[config.mk]
export PLATFORM = sky130hd
export DESIGN_NAME = output_drain_flat
export DESIGN_NICKNAME = d
export VERILOG_FILES = /design/src/rtl/output_drain_if.sv /design/src/rtl/output_drain.sv /design/src/flat_wrapper.sv
export SDC_FILE = /design/constraint.sdc
export NUM_CORES = 1
export LEC_CHECK = 0
export ABC_AREA = 1
export CAP_MARGIN = 10
export CORE_ASPECT_RATIO = 0.8
export CORE_MARGIN = 1.5
export CORE_UTILIZATION = 33
export CTS_CLUSTER_DIAMETER = 100
export DETAILED_ROUTE_END_ITERATION = 6
export GPL_ROUTABILITY_DRIVEN = 1
export PLACE_DENSITY = 0.58
export SLEW_MARGIN = 40
export SYNTH_ARGS = -nofsm -noshare
export SYNTH_HDL_FRONTEND = slang
export SYNTH_SLANG_ARGS = --single-unit
[constraint.sdc]
create_clock -name clk_i -period 9.5 [get_ports clk_i]
set_input_delay 1.9 -clock clk_i [delete_from_list [all_inputs] [get_ports clk_i]]
set_output_delay 1.9 -clock clk_i [all_outputs]
set_load 0.03 [all_outputs]
[src/rtl/output_drain_if.sv]
// Bus bundle for output_drain: drain control, BRAM port-A read side and the requantized output stream.
// The drain engine connects through the master modport; its environment uses slave.
interface output_drain_if #(
    parameter int unsigned I_WIDTH         = 8,
    parameter int unsigned F_WIDTH         = 8,
    parameter int unsigned BRAM_ADDR_WIDTH = 11,
    parameter int unsigned OUT_WIDTH       = 8,
    parameter int unsigned SHIFT_WIDTH     = $clog2(I_WIDTH + F_WIDTH)
);
    logic                             start_i;
    logic [BRAM_ADDR_WIDTH-1:0]       base_addr_i;
    logic [BRAM_ADDR_WIDTH:0]         num_words_i;
    logic [SHIFT_WIDTH-1:0]           shift_i;
    logic                             relu_en_i;
    logic [I_WIDTH+F_WIDTH-1:0]       bram_data_i;
    logic                             ready_i;
    logic [BRAM_ADDR_WIDTH-1:0]       bram_addr_o;
    logic                             bram_rd_o;
    logic [OUT_WIDTH-1:0]             data_o;
    logic                             valid_o;
    logic                             last_o;
    logic                             busy_o;
    logic                             done_o;

    modport master (
        input  start_i, base_addr_i, num_words_i, shift_i, relu_en_i, bram_data_i, ready_i,
        output bram_addr_o, bram_rd_o, data_o, valid_o, last_o, busy_o, done_o
    );

    modport slave (
        output start_i, base_addr_i, num_words_i, shift_i, relu_en_i, bram_data_i, ready_i,
        input  bram_addr_o, bram_rd_o, data_o, valid_o, last_o, busy_o, done_o
    );
endinterface

[src/rtl/output_drain.sv]
// Drains N accumulated words from BRAM, requantizes each (round, shift, optional ReLU, saturate)
// and streams them out through a 2-entry FIFO under ready/valid flow control.
module output_drain #(
    parameter int unsigned I_WIDTH         = 8,
    parameter int unsigned F_WIDTH         = 8,
    parameter int unsigned BRAM_ADDR_WIDTH = 11,
    parameter int unsigned OUT_WIDTH       = 8,
    parameter int unsigned SHIFT_WIDTH     = $clog2(I_WIDTH + F_WIDTH)
) (
    input  logic           clk_i,
    input  logic           rst_i,
    output_drain_if.master bus
);
    localparam int unsigned DW = I_WIDTH + F_WIDTH;
    localparam int unsigned EW = DW + 1;
    localparam int unsigned AW = BRAM_ADDR_WIDTH;
    localparam int unsigned CW = BRAM_ADDR_WIDTH + 1;

    localparam logic signed [EW-1:0] OMAX = EW'((1 << (OUT_WIDTH - 1)) - 1);
    localparam logic signed [EW-1:0] OMIN = ~OMAX;

    typedef enum logic [1:0] {
        S_IDLE  = 2'd0,
        S_RUN   = 2'd1,
        S_FLUSH = 2'd2,
        S_DONE  = 2'd3
    } state_e;

    typedef struct packed {
        logic                 last;
        logic [OUT_WIDTH-1:0] data;
    } entry_t;

    state_e               state_q;
    logic [AW-1:0]        addr_q;
    logic [CW-1:0]        num_q;
    logic [CW-1:0]        issued_q;
    logic [SHIFT_WIDTH-1:0] shift_q;
    logic                 relu_q;
    logic                 pend_q;
    logic                 pend_last_q;
    entry_t               mem_q [2];
    logic                 wr_ptr_q;
    logic                 rd_ptr_q;
    logic [1:0]           count_q;

    logic                 valid_c;
    logic                 pop_c;
    logic                 push_c;
    logic                 room_c;
    logic                 rd_fire_c;
    logic                 final_rd_c;
    entry_t               head_c;
    entry_t               wr_entry_c;

    // Round half up, arithmetic shift, optional ReLU, then saturate to the signed output range.
    function automatic logic [OUT_WIDTH-1:0] requant(
        input logic [DW-1:0]          x,
        input logic [SHIFT_WIDTH-1:0] sh,
        input logic                   relu
    );
        logic signed [EW-1:0] xe;
        logic signed [EW-1:0] rnd;
        logic signed [EW-1:0] r;
        xe  = EW'($signed(x));
        rnd = '0;
        if (sh != '0) begin
            rnd = EW'(1) << (sh - SHIFT_WIDTH'(1));
        end
        r = (xe + rnd) >>> sh;
        if (relu && r[EW-1]) begin
            r = '0;
        end
        if (r > OMAX) begin
            r = OMAX;
        end else if (r < OMIN) begin
            r = OMIN;
        end
        return OUT_WIDTH'(r);
    endfunction

    // Issue/flow logic; a pop on this edge frees a slot, which keeps the stream gap-free.
    always_comb begin
        valid_c    = (count_q != 2'd0);
        head_c     = mem_q[rd_ptr_q];
        pop_c      = valid_c && bus.ready_i;
        push_c     = pend_q;
        room_c     = (3'(count_q) + 3'(pend_q)) < (3'(2) + 3'(pop_c));
        rd_fire_c  = (state_q == S_RUN) && (issued_q < num_q) && room_c;
        final_rd_c = rd_fire_c && (issued_q == (num_q - CW'(1)));
        wr_entry_c = '{last: pend_last_q, data: requant(bus.bram_data_i, shift_q, relu_q)};
    end

    always_ff @(posedge clk_i) begin
        if (rst_i) begin
            state_q     <= S_IDLE;
            addr_q      <= '0;
            num_q       <= '0;
            issued_q    <= '0;
            shift_q     <= '0;
            relu_q      <= 1'b0;
            pend_q      <= 1'b0;
            pend_last_q <= 1'b0;
            mem_q[0]    <= '0;
            mem_q[1]    <= '0;
            wr_ptr_q    <= 1'b0;
            rd_ptr_q    <= 1'b0;
            count_q     <= 2'd0;
        end else begin
            case (state_q)
                S_IDLE: begin
                    if (bus.start_i) begin
                        addr_q   <= bus.base_addr_i;
                        num_q    <= bus.num_words_i;
                        shift_q  <= bus.shift_i;
                        relu_q   <= bus.relu_en_i;
                        issued_q <= '0;
                        state_q  <= (bus.num_words_i == '0) ? S_DONE : S_RUN;
                    end
                end
                S_RUN: begin
                    if (final_rd_c) begin
                        state_q <= S_FLUSH;
                    end
                end
                S_FLUSH: begin
                    if (pop_c && head_c.last) begin
                        state_q <= S_DONE;
                    end
                end
                S_DONE:  state_q <= S_IDLE;
                default: state_q <= S_IDLE;
            endcase

            // Address wraps naturally at AW bits.
            if (rd_fire_c) begin
                addr_q   <= addr_q + AW'(1);
                issued_q <= issued_q + CW'(1);
            end

            // BRAM data for a read issued last cycle is valid now.
            pend_q      <= rd_fire_c;
            pend_last_q <= final_rd_c;

            if (push_c) begin
                mem_q[wr_ptr_q] <= wr_entry_c;
                wr_ptr_q        <= ~wr_ptr_q;
            end
            if (pop_c) begin
                rd_ptr_q <= ~rd_ptr_q;
            end
            count_q <= count_q + 2'(push_c) - 2'(pop_c);
        end
    end

    assign bus.bram_addr_o = addr_q;
    assign bus.bram_rd_o   = rd_fire_c;
    assign bus.data_o      = head_c.data;
    assign bus.valid_o     = valid_c;
    assign bus.last_o      = valid_c && head_c.last;
    assign bus.busy_o      = (state_q != S_IDLE);
    assign bus.done_o      = (state_q == S_DONE);

endmodule
[src/flat_wrapper.sv]
// flat-port wrapper written by rule: the top's interface ports become plain ports
module output_drain_flat 
#(
    parameter int unsigned I_WIDTH         = 8,
    parameter int unsigned F_WIDTH         = 8,
    parameter int unsigned BRAM_ADDR_WIDTH = 11,
    parameter int unsigned OUT_WIDTH       = 8,
    parameter int unsigned SHIFT_WIDTH     = $clog2(I_WIDTH + F_WIDTH)
)
  (clk_i, rst_i, bus_start_i, bus_base_addr_i, bus_num_words_i, bus_shift_i, bus_relu_en_i, bus_bram_data_i, bus_ready_i, bus_bram_addr_o, bus_bram_rd_o, bus_data_o, bus_valid_o, bus_last_o, bus_busy_o, bus_done_o);
  output_drain_if #(.I_WIDTH(I_WIDTH), .F_WIDTH(F_WIDTH), .BRAM_ADDR_WIDTH(BRAM_ADDR_WIDTH), .OUT_WIDTH(OUT_WIDTH), .SHIFT_WIDTH(SHIFT_WIDTH)) bus_i ();
  input  logic clk_i;
  input  logic rst_i;
  input wire logic [$bits(bus_i.start_i)-1:0] bus_start_i;
  input wire logic [$bits(bus_i.base_addr_i)-1:0] bus_base_addr_i;
  input wire logic [$bits(bus_i.num_words_i)-1:0] bus_num_words_i;
  input wire logic [$bits(bus_i.shift_i)-1:0] bus_shift_i;
  input wire logic [$bits(bus_i.relu_en_i)-1:0] bus_relu_en_i;
  input wire logic [$bits(bus_i.bram_data_i)-1:0] bus_bram_data_i;
  input wire logic [$bits(bus_i.ready_i)-1:0] bus_ready_i;
  output wire logic [$bits(bus_i.bram_addr_o)-1:0] bus_bram_addr_o;
  output wire logic [$bits(bus_i.bram_rd_o)-1:0] bus_bram_rd_o;
  output wire logic [$bits(bus_i.data_o)-1:0] bus_data_o;
  output wire logic [$bits(bus_i.valid_o)-1:0] bus_valid_o;
  output wire logic [$bits(bus_i.last_o)-1:0] bus_last_o;
  output wire logic [$bits(bus_i.busy_o)-1:0] bus_busy_o;
  output wire logic [$bits(bus_i.done_o)-1:0] bus_done_o;
  assign bus_i.start_i = bus_start_i;
  assign bus_i.base_addr_i = bus_base_addr_i;
  assign bus_i.num_words_i = bus_num_words_i;
  assign bus_i.shift_i = bus_shift_i;
  assign bus_i.relu_en_i = bus_relu_en_i;
  assign bus_i.bram_data_i = bus_bram_data_i;
  assign bus_i.ready_i = bus_ready_i;
  assign bus_bram_addr_o = bus_i.bram_addr_o;
  assign bus_bram_rd_o = bus_i.bram_rd_o;
  assign bus_data_o = bus_i.data_o;
  assign bus_valid_o = bus_i.valid_o;
  assign bus_last_o = bus_i.last_o;
  assign bus_busy_o = bus_i.busy_o;
  assign bus_done_o = bus_i.done_o;
  output_drain #(.I_WIDTH(I_WIDTH), .F_WIDTH(F_WIDTH), .BRAM_ADDR_WIDTH(BRAM_ADDR_WIDTH), .OUT_WIDTH(OUT_WIDTH), .SHIFT_WIDTH(SHIFT_WIDTH)) u_core (.clk_i(clk_i), .rst_i(rst_i), .bus(bus_i));
endmodule
== After elaboration in Yosys (flattened, before gate mapping) ==
Memories as Yosys holds them, arrays and structs flattened. A register that Yosys moved wholly into a read port is not among the register bits.
Index checks and enable logic that the tools add are counted.

* Flip-flop bits (word level): 48
* Memories: 1
* Word-level logic and storage cells: 79
* Memory bits (writable): 18
* Bits of input ports: 48

* Shift operators: 2
* Magnitude comparators: 4
* Muxes and demuxes: 25
* Reductions and logical operators: 18
* $add $sub $neg: 9
* Equal/unequal tests: 7
* Bitwise gates (word level): 2

{| class="wikitable"
|+ Memories
! memory !! words !! bits a word !! read ports !! clocked after memory_dff !! write ports !! line !! RTL
|-
| u_core.mem_q || 2 || 9 || 1 || 1 || 2 || output_drain.sv:42 || <nowiki>entry_t mem_q [2];</nowiki>
|}

{| class="wikitable"
|+ Operators with widths
! kind !! count
|-
| $mux W12 || 3
|-
| $mux W17 || 2
|-
| $mux W11 || 3
|-
| $add A16 B17 Y17 || 1
|-
| $gt A17 B8 Y1 const B || 1
|-
| $lt A17 B8 Y1 const B || 1
|-
| $shl A1 B4 Y17 const A || 1
|-
| $sshr A17 B4 Y17 || 1
|-
| $mux W8 || 2
|-
| $add A12 B1 Y12 const B || 1
|-
| $eq A12 B12 Y1 || 1
|-
| $logic_not A12 Y1 || 1
|-
| $lt A12 B12 Y1 || 1
|-
| $sub A12 B1 Y12 const B || 1
|-
| $add A11 B1 Y11 const B || 1
|-
| $mux W1 || 9
|-
| $mux W9 || 1
|-
| $reduce_or A9 Y1 || 1
|-
| $mux W2 || 4
|-
| $pmux W2 S4 || 1
|-
| $reduce_bool A2 Y1 || 4
|-
| $logic_and A1 B1 Y1 || 7
|-
| $eq A2 B2 Y1 const B || 2
|-
| $ne A2 B1 Y1 const B || 2
|-
| 13 further kinds || 15
|}

== Longest topological paths before layout ==
Gate-level depths: netlist of the first run.

* Word-level depth: 11
* Gate-level depth with buffers: 31
* Depth with buffers taken out: 30

== Worst setup path before layout of the first run ==
OpenSTA, ideal clock, no wires.

* Path type: input port to output port
* From: input port bus_ready_i
* To: output port bus_bram_rd_o
* Setup slack: 4.458 ns
* Cell stages on the path: 6
* Required time: 7.600 ns
* Arrival time: 3.142 ns
* Path buffers: 1
* Cells stage by stage: nand2_1 > or2_2 > a21oi_1 > nand3_1 > inv_1 > clkbuf_1

* Longest elaborated chain between the ends: 4

{| class="wikitable"
|+ RTL lines
! element !! line !! RTL
|-
| start: declaration || flat_wrapper.sv:20 || <nowiki>input wire logic [$bits(bus_i.ready_i)-1:0] bus_ready_i;</nowiki>
|-
| $logic_and A1 B1 Y1 || output_drain.sv:86 || <nowiki>pop_c = valid_c && bus.ready_i;</nowiki>
|-
| $add A2 B1 Y3 || output_drain.sv:88 || <nowiki>room_c = (3'(count_q) + 3'(pend_q)) < (3'(2) + 3'(pop_c));</nowiki>
|-
| $lt A3 B3 Y1 || output_drain.sv:88 ||
|-
| $logic_and A1 B1 Y1 || output_drain.sv:89 || <nowiki>rd_fire_c = (state_q == S_RUN) && (issued_q < num_q) && room_c;</nowiki>
|-
| end: declaration || flat_wrapper.sv:22 || <nowiki>output wire logic [$bits(bus_i.bram_rd_o)-1:0] bus_bram_rd_o;</nowiki>
|}

No other way between the ends.

== Worst setup path after layout of the first run ==
Same ends and word-level chain as after synthesis.

==> results.py, run 1 <==
metrics = {
    "timing": {
        "hold_viol_final": 0,
        "setup_tns_ps": 0,
        "maxSlewViolCount": 0,
        "fmax_mhz": 161.8,
        "finClkSkew_ps": 6.186,
        "hold_slack_ps": 456.3,
        "finalSetupViolations": 0,
        "worst_pin_slew_ps": 745.1,
        "finalCritPeriodShare_pct": 65.08,
        "relSlewSlack_pct": 50.26,
        "rsz0062_at_grt": "no",
        "period_needed_ps": 6182,
    },
    "die": {
        "dieArea_mm2": 0.01904,
        "start_util_pct": 34.17,
        "rows": 43,
        "ioPinCount": 72,
        "die_y_um": 123.7,
        "core_mm2": 0.01759,
        "die_w_um": 153.9,
    },
    "run_status": {
        "status": "complete, no violations",
    },
    "global_routing": {
        "grt_pass1_vias": 5546,
        "antenna_found_initial": 0,
        "grt_pass1_wl_um": 26920,
        "gr-total-overflow": 0,
        "grt_use_total_pct": 17.62,
        "grt_max_degree": 38,
    },
    "critical_path": {
        "required_ps": 7600,
        "crit_path_cell_trace": "clkdlybuf4s50_1 > nand2_1 > or2_2 > a21oi_1 > nand3_1 > buf_4 > inv_1 > clkdlybuf4s50_1",
        "cp_slowest_cell": "clkdlybuf4s50_1",
        "cp_common_cell": "clkdlybuf4s50_1",
        "startpoint_type": "input pin",
        "arrival_ps": 4280,
        "path_class": "input pin to output pin",
        "slowest_delay_ps": 750,
        "critPathMaxFanout": 27,
        "critPathTopFamily": "buffers and inverters",
        "critical_path_buf_inv_count": 4,
        "end_kind": "output pin",
    },
    "clock_network": {
        "clk_latency_ps": 340,
        "numCtsBuffers": 9,
        "cts_hold_buffers": 0,
        "cts_root_buffer": "clkbuf_16",
        "cts_tree": "done",
        "htreeDepth": 3,
        "cts.path.max_buffers": 2,
        "path_clk_slew_ps": 60,
        "cts_setup_buffers": 0,
        "clock_sinks": 67,
        "cts_resized": 0,
    },
    "routing": {
        "via_per_inst": 4.918,
        "antenna_left": 0,
        "num_vias": 6083,
        "drt_iter0_markers": 341,
        "route.detailed.drc": 0,
        "wl_um": 16280,
        "dr.pass1.iters": 5,
        "wire_per_inst_um": 13.16,
    },
    "power": {
        "powerDensity_mw_per_mm2": 228.4,
        "p_leak_nw": 3.320,
        "peakVddDrop_v": 0.0001130,
    },
    "placement": {
        "place_congestion": 0.8767,
        "io_buffers": 71,
        "hpwl_um": 12780,
        "place_area_mm2": 0.006875,
    },
    "cells_and_area": {
        "drive_above_1_share_pct": 6.225,
        "diodes": 0,
        "syn_to_final_growth_pct": 19.82,
        "final_area_mm2": 0.007202,
        "nets": 1096,
    },
    "synth": {
        "syn_nets": 1040,
        "yosysWarnings": 0,
        "ys_types": 47,
        "syn-cell-area_mm2": 0.006011,
        "syn_avg_cell_area_um2": 6.320,
        "yosysSeqAreaShare_pct": 25.31,
        "ys_ff_latch": 67,
        "syn_inst": 951,
    },
    "min_path": {
        "min_path_type": "flop to flop",
    },
    "job": {
        "maxCapViolCount": 0,
    },
}
-- per-layer routing --
metal | wire length [um] | vias to the layer above | GRT usage (%)
met5 | 0 | - | 0
met1 | 8803 | 2690 | 26.78
met4 | 182 | 0 | 3.701
met2 | 6438 | 156 | 25.51
li1 | - | 3222 | -
met3 | 851 | 15 | 3.340
-- report_power, final --
part	internal [mW]	leakage, nW	switching [mW]
clock network	0.231	0.152	0.131
logic	0.307	2.58	0.569
registers	0.347	0.588	0.0598
total	0.886	3.32	0.760
-- path summary, 6_finish.rpt --
| path | startpoint | to | slack, ps | depth (start not counted) |
|---|---|---|---|---|
| max | bus_ready_i | bus_bram_rd_o | 3320 | 8 |
| min | u_core.rd_ptr_q$_SDFFE_PP0P_ | flop | 460 | 1 |
| max reg2reg | u_core.shift_q[0]$_SDFFE_PP0P_ | u_core.mem_q[1][0]$_SDFFCE_PN0P_ | 4330 | 28 |
| min reg2reg | u_core.rd_ptr_q$_SDFFE_PP0P_ | flop | 460 | 1 |
-- cells in the mapped netlist, drive strengths merged --
cell type | instances | area [um2]
a211oi | 1 | 7.510
a21oi | 74 | 392.9
a221oi | 1 | 8.760
a22oi | 2 | 15.01
a31oi | 11 | 83.83
a32o | 1 | 10.01
and2 | 3 | 20.02
and3 | 2 | 13.77
buf | 9 | 78.82
clkbuf | 21 | 78.83
clkinv | 3 | 11.26
conb | 1 | 3.750
dfxtp | 49 | 980.9
edfxtp | 18 | 540.5
fa | 1 | 20.02
ha | 40 | 500.5
inv | 125 | 471.7
mux2 | 8 | 90.09
mux2i | 1 | 10.01
nand2 | 263 | 1032
nand3 | 130 | 660.6
nand3b | 2 | 15.01
nand4 | 10 | 62.56
nor2 | 88 | 337.8
nor3 | 8 | 45.04
nor4 | 4 | 25.02
o2111ai | 2 | 17.52
o211ai | 3 | 22.52
o21ai | 39 | 195.2
o22ai | 1 | 6.260
or2 | 4 | 25.02
xnor2 | 12 | 105.1
xor2 | 14 | 122.6
-- final cells by class --
type / count / area (um2)
tap: 225 / 281.5
clock buffer: 9 / 225.2
clock inverter: 7 / 101.3
sequential: 67 / 1521
timing repair buffer: 75 / 740.7
multi-input combinational: 726 / 3849
inverter: 128 / 483.0
fill: 1825 / 10390
-- registers in the layout, indices dropped and copies added (netlist names), named ones only --
name                    cells
u_core.relu_q               1
u_core.count_q              2
u_core.issued_q            12
u_core.pend_last_q          1
u_core.rd_ptr_q             1
u_core.pend_q               1
u_core.bus.bram_addr_o     11
u_core.mem_q               18
u_core.num_q               12
u_core.shift_q              4
u_core.state_q              2
u_core.wr_ptr_q             1
-- layout by cell type (no fill, tap or decap), types with 14 or more instances in the layout --
cell type and instances:
nor2_1 85, nand3_1 128, o21ai_0 39, xor2_1 14, inv_1 121, nand2_1 251, ha_1 40, a21oi_1 68
clkdlybuf4s50_1 71, edfxtp_1 18, dfxtp_1 49
-- cell families after synthesis --
family          synth area share [%]
compound gates                 12.64
flops                          25.31
xor+xnor                       3.789
simple gates                   37.22
buf+inv                        10.66
other cells                  0.06239
mux                            1.665
fa+ha+maj                      8.659
-- stage by stage --
step	utilization (%)	instances	power, mW	setup slack (ps)
after global routing	40.94	1237	1.781	3163
after CTS	40.94	1237	1.651	3307
after floorplan	-	951	1.046	4458
final	40.94	1237	1.645	3318
after detailed placement	39.08	1221	1.282	3317
after global placement	39.08	1221	1.282	3312
(Power assumes the default switching activity.)
==> run 2, diff against run 1 <==
clock period = 5.9 ns   (was 9.5 ns; I/O delays follow)
==> run 2 against run 1 <==
Effect of this change: setup slack lost 2100 ps; die area is the same; clock power is 71% higher; wire length grew 2.6%; critical path depth is 21 higher.
==> results.py, run 2 (synthesized netlist as in run 1, its figures left out) <==
metrics = {
    "clock_network": {
        "cts_tree": "done",
        "cts_resized": 0,
        "cts.path.max_buffers": 2,
        "clock_sinks": 67,
        "cts_setup_buffers": 0,
        "clk_latency_ps": 340,
        "cts_root_buffer": "clkbuf_16",
        "htreeDepth": 3,
        "path_clk_slew_ps": 60,
        "cts_hold_buffers": 0,
        "numCtsBuffers": 9,
    },
    "die": {
        "dieArea_mm2": 0.01904,
        "rows": 43,
        "core_mm2": 0.01759,
        "ioPinCount": 72,
        "start_util_pct": 34.17,
        "die_y_um": 123.7,
        "die_w_um": 153.9,
    },
    "critical_path": {
        "required_ps": 6080,
        "critPathMaxFanout": 22,
        "end_kind": "flop",
        "r2r_end": "u_core.mem_q[1][3]$_SDFFCE_PN0P_",
        "cp_common_cell": "nand2_1",
        "reg2reg_depth": 29,
        "reg2reg_setup_slack_ps": 1230,
        "cp_slowest_cell": "clkinv_1",
        "slowest_delay_ps": 470,
        "arrival_ps": 4840,
        "path_class": "flop to flop",
        "reg2reg_from": "u_core.shift_q[0]$_SDFFE_PP0P_",
        "startpoint_type": "flop",
    },
    "routing": {
        "antenna_left": 0,
        "via_per_inst": 4.930,
        "drt_iter0_markers": 373,
        "dr.pass1.iters": 5,
        "num_vias": 6108,
        "wl_um": 16700,
        "route.detailed.drc": 0,
        "wire_per_inst_um": 13.48,
    },
    "cells_and_area": {
        "largest_reg_flops": 18,
        "mostFrequentLayoutCell": "nand2_1",
        "regMostFlops": "u_core.mem_q",
        "layout.cells.non_filler": 1239,
        "syn_to_final_growth_pct": 20.30,
        "drive_above_1_share_pct": 6.312,
        "layout_common_cells": "251 x nand2_1, 128 x nand3_1, 121 x inv_1",
        "top_regs": "u_core.mem_q x18, u_core.issued_q x12, u_core.num_q x12",
        "nets": 1098,
        "diodes": 0,
    },
    "global_routing": {
        "grt_pass1_vias": 5623,
        "grt_use_total_pct": 18.14,
        "gr-total-overflow": 0,
        "grt_max_degree": 38,
        "grt_pass1_wl_um": 27770,
        "antenna_found_initial": 0,
    },
    "placement": {
        "place_congestion": 0.8679,
        "post-place-cells": 1223,
        "io_buffers": 71,
        "dp_slack_ps": 1261,
        "hpwl_um": 12990,
    },
    "min_path": {
        "holdCritStartpoint": "u_core.rd_ptr_q$_SDFFE_PP0P_",
        "hold_depth": 1,
        "hold-path-endpoint": "u_core.rd_ptr_q$_SDFFE_PP0P_",
        "min_path_type": "flop to flop",
    },
    "power": {
        "powerDensity_mw_per_mm2": 374.6,
        "peakVddDrop_v": 0.0001626,
        "p_sw_share_pct": 45.71,
        "power_frac_seq_pct": 23.9,
        "power.internal_mw": 1.471,
        "power_switching_mw": 1.238,
        "comb_power_share_pct": 53.2,
        "p_leak_nw": 3.341,
        "p_clk_share_pct": 22.9,
    },
    "timing": {
        "rsz0062_at_grt": "no",
        "worst_pin_slew_ps": 714.1,
        "hold_viol_final": 0,
        "period_needed_ps": 4665,
        "finalCritPeriodShare_pct": 79.07,
        "finalSetupViolations": 0,
        "finClkSkew_ps": 6.362,
        "setup_tns_ps": 0,
        "final.setup.worst_slack_ps": 1235,
        "maxSlewViolCount": 0,
        "relSlewSlack_pct": 52.10,
        "fmax_mhz": 214.4,
    },
    "job": {
        "maxCapViolCount": 0,
    },
    "run_status": {
        "status": "complete, no violations",
    },
}
## run 2: cell count changes in the layout (fill, tap and decap cells not counted)
| cell | change |
|---|---|
| clkinv_4 | -2 |
| clkinv_2 | +1 |
| bufinv_16 | +1 |
| buf_4 | +2 |
| clkinv_1 | +1 |
| clkinvlp_4 | -1 |
## run 2: critical path, delay by kind of cell (launching register included)
family                     cells  cell delay [ps]
AOI/OAI and AO/OA              1              230
buffers and inverters          5             1060
and+or+nand+nor               21             2360
adders and majority gates      2              570
DFF                            1              300
## run 2: layout make-up
class | instances | area, um2
fillers | 1873 | 10360
multi-input cells | 726 | 3849
flip-flops and latches | 67 | 1521
repair buffers | 77 | 755.7
inverters | 128 | 483.0
well taps | 225 | 281.5
clock buffers | 9 | 225.2
clock inverters | 7 | 115.1
## run 2: power by group through the flow
| stage | Sequential, mW | Combinational [mW] | Clock [mW] |
|---|---|---|---|
| after detailed placement | 0.656 | 1.42 | 0 |
| after floorplan | 0.662 | 1.02 | 0 |
| final | 0.648 | 1.44 | 0.620 |
| after CTS | 0.647 | 1.43 | 0.627 |
| after global routing | 0.662 | 1.62 | 0.646 |
| after global placement | 0.657 | 1.42 | 0 |
## run 2: worst max path at each step
stage	depth (start not counted)	slack (ps)	end	start
floorplan	25	2180	u_core.mem_q[1][4]$_SDFFCE_PN0P_	bus_bram_data_i[0]
global placement	25	1300	u_core.mem_q[0][6]$_SDFFCE_PN0P_	bus_bram_data_i[0]
detailed placement	25	1260	u_core.mem_q[1][3]$_SDFFCE_PN0P_	bus_bram_data_i[0]
CTS	29	1280	u_core.mem_q[1][3]$_SDFFCE_PN0P_	u_core.shift_q[0]$_SDFFE_PP0P_
global route	29	660	u_core.mem_q[1][5]$_SDFFCE_PN0P_	u_core.shift_q[0]$_SDFFE_PP0P_
finish	29	1230	u_core.mem_q[1][3]$_SDFFCE_PN0P_	u_core.shift_q[0]$_SDFFE_PP0P_
## run 2: per-stage QoR
| stage | cell area (um2) | hold slack (ps) | total power, mW | utilization (%) |
|---|---|---|---|---|
| 6_report | 7231 | 466.0 | 2.709 | 41.10 |
| 3_5_place_dp | 6890 | 449.0 | 2.078 | 39.17 |
| 2_1_floorplan | 6011 | 426.3 | 1.683 | - |
| 5_1_grt | 7231 | 493.8 | 2.930 | 41.10 |
| 3_3_place_gp | 6890 | 440.6 | 2.079 | 39.17 |
| 4_1_cts | 7231 | 459.5 | 2.706 | 41.10 |
## run 2: layer usage
layer	wire [um]	vias to the layer above	GRT usage, %
li1	-	3237	-
met1	9291	2725	27.73
met2	6524	131	26.02
met3	716	15	3.375
met4	172	0	3.944
met5	0	-	0
